--- src/rtl/half_handshake_pkg.sv ---
// half_handshake_pkg: shared types and constants for the half-handshake crossing.
//   rx_state_t      : receive-side acknowledge FSM states
//   DATA_W_DEF      : default transferred word width
//   SYNC_STAGES_MIN : minimum synchroniser depth for a safe crossing
package half_handshake_pkg;
   typedef enum logic {RX_IDLE, RX_ACK} rx_state_t;
   localparam int DATA_W_DEF      = 32;
   localparam int SYNC_STAGES_MIN = 2;
endpackage

--- src/rtl/cdc_sync_bit.sv ---
// cdc_sync_bit: STAGES-deep single-bit synchroniser with async active-low reset.
//   clk_i  : destination-domain clock
//   rst_ni : asynchronous active-low reset, clears the chain
//   d_i    : bit from the foreign clock domain
//   q_o    : synchronised bit, STAGES cycles behind d_i
module cdc_sync_bit #(
   parameter int STAGES = 2
) (
   input  logic clk_i,
   input  logic rst_ni,
   input  logic d_i,
   output logic q_o
);
   logic [STAGES-1:0] sync_q;
   always_ff @(posedge clk_i or negedge rst_ni)
      if (!rst_ni) sync_q <= '0;
      else         sync_q <= {sync_q[STAGES-2:0], d_i};
   assign q_o = sync_q[STAGES-1];
endmodule

--- src/rtl/half_handshake_rx.sv ---
// half_handshake_rx: receive endpoint of the half-handshake crossing.
//   clk_receive   : receive-domain clock (only clock)
//   rst_receive   : asynchronous active-low reset
//   tready_trndom : request level from the transmit domain (asynchronous)
//   data_trndom   : transmit-domain word, stable while the request is high
//   rack          : fixed-length acknowledge back to the transmit domain
//   data_revdom   : captured word
//   rvalid        : data_revdom holds a word not yet accepted
//   rready        : downstream accepts when rvalid && rready
//   proto_err     : sticky protocol error, only with HALF_HANDSHAKE_RX_PROTO_CHK_EN
module half_handshake_rx
   import half_handshake_pkg::*;
#(
   parameter int DATA_W      = DATA_W_DEF,
   parameter int SYNC_STAGES = 2,
   parameter int ACK_CYCLES  = 2
) (
   input  logic              clk_receive,
   input  logic              rst_receive,
   input  logic              tready_trndom,
   input  logic [DATA_W-1:0] data_trndom,
   output logic              rack,
   output logic [DATA_W-1:0] data_revdom,
   output logic              rvalid,
   input  logic              rready
`ifdef HALF_HANDSHAKE_RX_PROTO_CHK_EN
   ,
   output logic              proto_err
`endif
);
   localparam int CNT_W = (ACK_CYCLES > 1) ? $clog2(ACK_CYCLES) : 1;
   localparam logic [CNT_W-1:0] ACK_LOAD = CNT_W'(ACK_CYCLES - 1);

   if (SYNC_STAGES < SYNC_STAGES_MIN) begin : g_bad_sync
      $error("SYNC_STAGES must be at least 2");
   end
   if (ACK_CYCLES < 1) begin : g_bad_ack
      $error("ACK_CYCLES must be at least 1");
   end

   logic              req_s, req_d_q, rise, fall, capture;
   logic              pending_q, pending_d, rvalid_q, rvalid_d;
   logic [DATA_W-1:0] data_q, data_d;
   logic [CNT_W-1:0]  cnt_q, cnt_d;
   rx_state_t         state_q, state_d;

   cdc_sync_bit #(.STAGES(SYNC_STAGES)) u_req_sync (
      .clk_i  (clk_receive),
      .rst_ni (rst_receive),
      .d_i    (tready_trndom),
      .q_o    (req_s)
   );

   assign rise = req_s & ~req_d_q;
   assign fall = ~req_s & req_d_q;

   // A buffered request is only taken once the output slot frees; until then
   // no ack is given, so the transmitter keeps data_trndom stable.
   always_comb begin
      capture   = (rise | pending_q) & (~rvalid_q | rready);
      pending_d = capture ? 1'b0 : (fall & pending_q) ? 1'b0 :
                  (rise & rvalid_q & ~rready) ? 1'b1 : pending_q;
      rvalid_d  = capture | (rvalid_q & ~rready);
      data_d    = capture ? data_trndom : data_q;
   end

   always_ff @(posedge clk_receive or negedge rst_receive)
      if (!rst_receive) begin
         req_d_q   <= 1'b0;
         pending_q <= 1'b0;
         rvalid_q  <= 1'b0;
         data_q    <= '0;
      end else begin
         req_d_q   <= req_s;
         pending_q <= pending_d;
         rvalid_q  <= rvalid_d;
         data_q    <= data_d;
      end

   always_ff @(posedge clk_receive or negedge rst_receive)
      if (!rst_receive) begin
         state_q <= RX_IDLE;
         cnt_q   <= '0;
      end else begin
         state_q <= state_d;
         cnt_q   <= cnt_d;
      end

   // The ack times out on its own; the request level is not consulted.
   always_comb begin
      state_d = state_q;
      cnt_d   = cnt_q;
      if (capture) begin
         state_d = RX_ACK;
         cnt_d   = ACK_LOAD;
      end else if (state_q == RX_ACK) begin
         state_d = (cnt_q == '0) ? RX_IDLE : RX_ACK;
         cnt_d   = (cnt_q == '0) ? cnt_q : cnt_q - 1'b1;
      end
   end

   always_comb begin
      rack = (state_q == RX_ACK);
   end

   assign rvalid      = rvalid_q;
   assign data_revdom = data_q;

`ifdef HALF_HANDSHAKE_RX_PROTO_CHK_EN
   logic proto_err_q;
   // Flags an abandoned pending transfer or a new request during an ack.
   always_ff @(posedge clk_receive or negedge rst_receive)
      if (!rst_receive) proto_err_q <= 1'b0;
      else if ((fall & pending_q) | (rise & (state_q == RX_ACK))) proto_err_q <= 1'b1;
   assign proto_err = proto_err_q;
`endif
endmodule
--- config.mk ---
export PLATFORM = sky130hd
export DESIGN_NAME = half_handshake_rx
export DESIGN_NICKNAME = d
export VERILOG_FILES = /design/src/rtl/half_handshake_pkg.sv /design/src/rtl/cdc_sync_bit.sv /design/src/rtl/half_handshake_rx.sv
export SDC_FILE = /design/constraint.sdc
export NUM_CORES = 1
export LEC_CHECK = 0
export CELL_PAD_IN_SITES_DETAIL_PLACEMENT = 1
export CELL_PAD_IN_SITES_GLOBAL_PLACEMENT = 2
export CORE_MARGIN = 3
export CORE_UTILIZATION = 29
export CTS_BUF_LIST = sky130_fd_sc_hd__clkbuf_8
export DETAILED_ROUTE_END_ITERATION = 7
export PLACE_DENSITY = 0.83
export SKIP_LAST_GASP = 1
export SYNTH_ARGS = -nofsm -noshare
export SYNTH_HDL_FRONTEND = slang
export SYNTH_HIERARCHICAL = 1
export SYNTH_SLANG_ARGS = --single-unit
export TNS_END_PERCENT = 50
--- constraint.sdc ---
create_clock -name clk_receive -period 2.1 [get_ports clk_receive]
set_input_delay 0.315 -clock clk_receive [delete_from_list [all_inputs] [get_ports clk_receive]]
set_output_delay 0.315 -clock clk_receive [all_outputs]
set_load 0.02 [all_outputs]
## Word level (Yosys, flattened, before mapping)

Cells that the tools add are included.

| operators by class | value |
|---|---|
| add/subtract/negate cells | 1 |
| mux-type cells | 9 |
| bitwise gates (word level) | 14 |
| reductions and logical operators | 2 |

Operators with widths:

| cell | count |
|---|---|
| $mux W1 | 9 |
| $and A1 B1 Y1 | 7 |
| $not A1 Y1 | 4 |
| $or A1 B1 Y1 | 3 |
| $reduce_bool A3 Y1 | 1 |
| $reduce_bool A2 Y1 | 1 |
| $sub A1 B1 Y1 const B | 1 |

| word-level totals | value |
|---|---|
| register bits after elaboration | 39 |
| bits of input ports | 36 |
| output and inout port bits | 34 |
| word-level logic and storage cells | 33 |

## Logic depth before layout (Yosys ltp)

| logic depth | value |
|---|---|
| word-level depth | 7 |
| depth in mapped cells | 4 |
| gate-level depth less buffers | 3 |

## By module

The synthesis kept the hierarchy.

By module, submodules not included:

| module | instances | cells each | area each (um^2) | sequential area each (um^2) |
|---|---|---|---|---|
| half_handshake_rx | 1 | 84 | 1,426.4 | 925.9 |
| cdc_sync_bit | 1 | 2 | 50.0 | 50.0 |

## Worst setup path after synthesis

OpenSTA, ideal clock, no wires.

| timing path | value |
|---|---|
| kind | register to register |
| start point | register u_req_sync.sync_q[1] |
| end point | register data_q[10] (netlist: data_revdom[10]) |
| library setup time | 125 ps |
| arrival | 1,228 ps |
| data required time | 1,975 ps |
| slack | 747 ps |
| stages on the path, launching flop included | 5 |
| path buffers | 1 |
| clock period less this slack | 1,353 ps |
| path through | dfrtp_1 -> nor2b_4 -> o21ai_4 -> buf_6 -> mux2_2 |

| on the way | value |
|---|---|
| cells in the longest elaborated chain, start to end | 3 |

RTL lines:

| what | RTL line | text |
|---|---|---|
| from (decl) | cdc_sync_bit.sv:14 | `logic [STAGES-1:0] sync_q;` |
| from (signal assigned) | cdc_sync_bit.sv:17 | `else sync_q <= {sync_q[STAGES-2:0], d_i};` |
| $and A1 B1 Y1 | half_handshake_rx.sv:54 | `assign rise = req_s & ~req_d_q;` |
| $or A1 B1 Y1 | half_handshake_rx.sv:60 | `capture = (rise \| pending_q) & (~rvalid_q \| rready);` |
| $and A1 B1 Y1 | half_handshake_rx.sv:60 |  |
| to (signal assigned) | half_handshake_rx.sv:77 | `data_q <= data_d;` |
| to (decl) | half_handshake_rx.sv:43 | `logic [DATA_W-1:0] data_q, data_d;` |

Every way passes these cells.
A chain may end at the register's enable or synchronous reset.

## Worst setup path in the final report

| timing path | value |
|---|---|
| start point | register data_q[5] (netlist: data_revdom[5]) |
| end point | output data_revdom[5] |

RTL lines:

| what | RTL line | text |
|---|---|---|
| to (decl) | half_handshake_rx.sv:23 | `output logic [DATA_W-1:0] data_revdom,` |

No word-level cell between the ends.

==> impl_metrics.env <==
export IMPL_dieArea_um2=5980
export IMPL_p_leak_nw=1.01
export IMPL_synth_cell_type_count=13
export IMPL_diodes=0
export IMPL_grtUsageTotal=0.132
export IMPL_ys_ff_latch=39
export IMPL_power_density_nw_per_um2=1030
export IMPL_grt_pass1_vias=1152
export IMPL_synth_flop_cell="dfrtp_1"
export IMPL_syn2layout_area_growth_pct=58.8
export IMPL_io_buffers=69
export IMPL_num_vias=978
export IMPL_setup_viol=0
export IMPL_postSynthCellCount=86
export IMPL_max_slew_margin_rel=0.436
export IMPL_cts_buffer_depth=2
export IMPL_worstPathCellList="clkdlybuf4s50_1"
export IMPL_crit_type="flop to output pin"
export IMPL_cts_resized=0
export IMPL_required_ns=1.78
export IMPL_ant_nets=0
export IMPL_synth_top_area_share=0.661
export IMPL_start_kind="flop"
export IMPL_synth_edff_count=0
export IMPL_ff2ff_setup_slack_ns=0.60
export IMPL_fin_crit_sh=0.756
export IMPL_cts_tree="yes"
export IMPL_hold_violations=0
export IMPL_fin_cells=229
export IMPL_cp_num_buf_inv=1
export IMPL_drv_cap=0
export IMPL_dp_hpwl_mm=2.82
export IMPL_status="finished clean"
export IMPL_end_kind="output pin"
export IMPL_worstPathArrival_ns=1.27
export IMPL_design_area_um2=2340
export IMPL_ir_drop_v=0.000363
export IMPL_synth_top_cell_by_area="dfrtp_1"
export IMPL_cts_buffers=5
export IMPL_hold_class="primary input to async pin"
export IMPL_rsz0062_at_grt="false"
export IMPL_max_freq_mhz=630
export IMPL_gp_congestion=0.703
export IMPL_synth_most_common_cell="dfrtp_1"
export IMPL_start_util=0.306
export IMPL_max_stage_delay_ns=0.63
export IMPL_post_cts_buffers=0
export IMPL_antenna_found_initial=0
export IMPL_clockRootBuffer="clkbuf_8"
export IMPL_final_net_count=197
export IMPL_place_area_um2=2230
export IMPL_viasPerCell=4.27
export IMPL_crit_family="buffers and inverters"
export IMPL_tightest_slew_ns=0.845
export IMPL_routed_wl_mm=3.60
export IMPL_fill_cells=501
export IMPL_syn_area_per_cell_um2=17.2
export IMPL_drc=0
export IMPL_ys_seq_area_frac=0.661
export IMPL_pin_count=70
export IMPL_synth_area_um2=1480
export IMPL_skew_ns=0.00855
export IMPL_synth_nets=122
export IMPL_cts_hold_buf=0
export IMPL_drtIter0Drc=17
export IMPL_core_area_um2=4820
export IMPL_setup_tns_ns=0
export IMPL_die_w_um=77.4
export IMPL_grt_ovfl_total=0
export IMPL_htreeDepth=2
export IMPL_seq_area_um2=976
export IMPL_crit_path_max_fanout=2
export IMPL_clock_latency_ns=0.29
export IMPL_synthTopCellsByArea="dfrtp_1 66%, mux2_2 18%, mux2_4 8.1%, buf_6 2.3%, o21ai_4 1.1%"
export IMPL_dr_pass1_iters=3
export IMPL_clkSinkCount=39
export IMPL_layout_drive_gt1_share=0.278
export IMPL_placed_cells=221
export IMPL_min_period_ns=1.59
export IMPL_crit_slowest_cell="clkdlybuf4s50_1"
export IMPL_rows=25
export IMPL_slew_violations=0
export IMPL_multi_input_area_um2=463
export IMPL_synthTopCellsByCount="39 x dfrtp_1, 24 x mux2_2, 8 x mux2_4"
export IMPL_grt_max_degree=40
export IMPL_utilization=0.487
export IMPL_async_reset_ff_frac=1.00
export IMPL_grt_first_pass_wirelength_mm=6.03
export IMPL_clkTransAtPathRegs_ns=0.08
export IMPL_fp_dieH_um=77.4
export IMPL_wl_per_cell_um=15.7
export IMPL_synth_warnings=6
-- cells in the final DEF (no fill, tap or decap) --
master	count
a21oi_1	1
buf_2	1
buf_4	2
bufinv_16	1
clkbuf_8	6
clkdlybuf4s50_1	68
clkinv_2	1
dfrtp_1	39
inv_1	1
mux2_2	24
mux2_4	8
nand2_1	4
nand2b_1	1
nor2_1	1
nor2b_4	1
o21ai_0	1
o21ai_4	1
o21bai_1	1
-- per-stage QoR --
step | power, W | hold slack, ns | setup WS, ns
3_3_place_gp | 0.00178 | 0.333 | 0.331
2_1_floorplan | 0.00138 | 0.0194 | 0.747
5_1_grt | 0.00255 | 0.196 | 0.442
3_5_place_dp | 0.00182 | 0.362 | 0.268
4_1_cts | 0.00247 | 0.159 | 0.485
6_report | 0.00242 | 0.124 | 0.512
-- worst paths after layout --
path	startpoint	to	cells past startpoint
max	data_revdom[5]	data_revdom[5]	1
min	rst_receive	rvalid	1
max reg2reg	u_req_sync/sync_q[1]	data_revdom[12]	4
min reg2reg	u_req_sync/sync_q[0]	u_req_sync/sync_q[1]	0
max in group asynchronous	rst_receive	data_revdom[30]	1
min in group clk_receive	u_req_sync/sync_q[0]	u_req_sync/sync_q[1]	0
-- registers in the layout (all words and copies together), names as in the netlist --
signal,cells
rvalid,1
cnt_q,1
rack,1
u_req_sync/sync_q,2
req_d_q,1
data_revdom,32
pending_q,1
-- cells by family after synthesis --
family,count (synthesis),synth area share
AOI/OAI and AO/OA,4,0.0229
muxes,32,0.264
DFF,39,0.661
buffers and inverters,4,0.0254
and+or+nand+nor,7,0.0263
-- cell type report --
type	count	area share
timing repair buffer	71	0.299
tap	67	0.0358
clock buffer	6	0.0352
inverter	1	0.00160
sequential	39	0.416
multi-input combinational	43	0.197
clock inverter	2	0.0149
-- metal layers --
| layer | global-route usage | vias to the layer above | share of wire |
|---|---|---|---|
| li1 | - | 446 | - |
| met1 | 0.151 | 477 | 0.40 |
| met2 | 0.220 | 49 | 0.50 |
| met3 | 0.0568 | 6 | 0.079 |
| met4 | 0.0498 | 0 | 0.017 |
| met5 | 0 | - | 0 |
-- power breakdown --
part / switching (W) / total (W) / internal [W]
registers: 0.0000836 / 0.000990 / 0.000906
logic: 0.000348 / 0.000795 / 0.000447
clock network: 0.000254 / 0.000639 / 0.000384
Note: power is estimated with default switching activity, not from simulation.
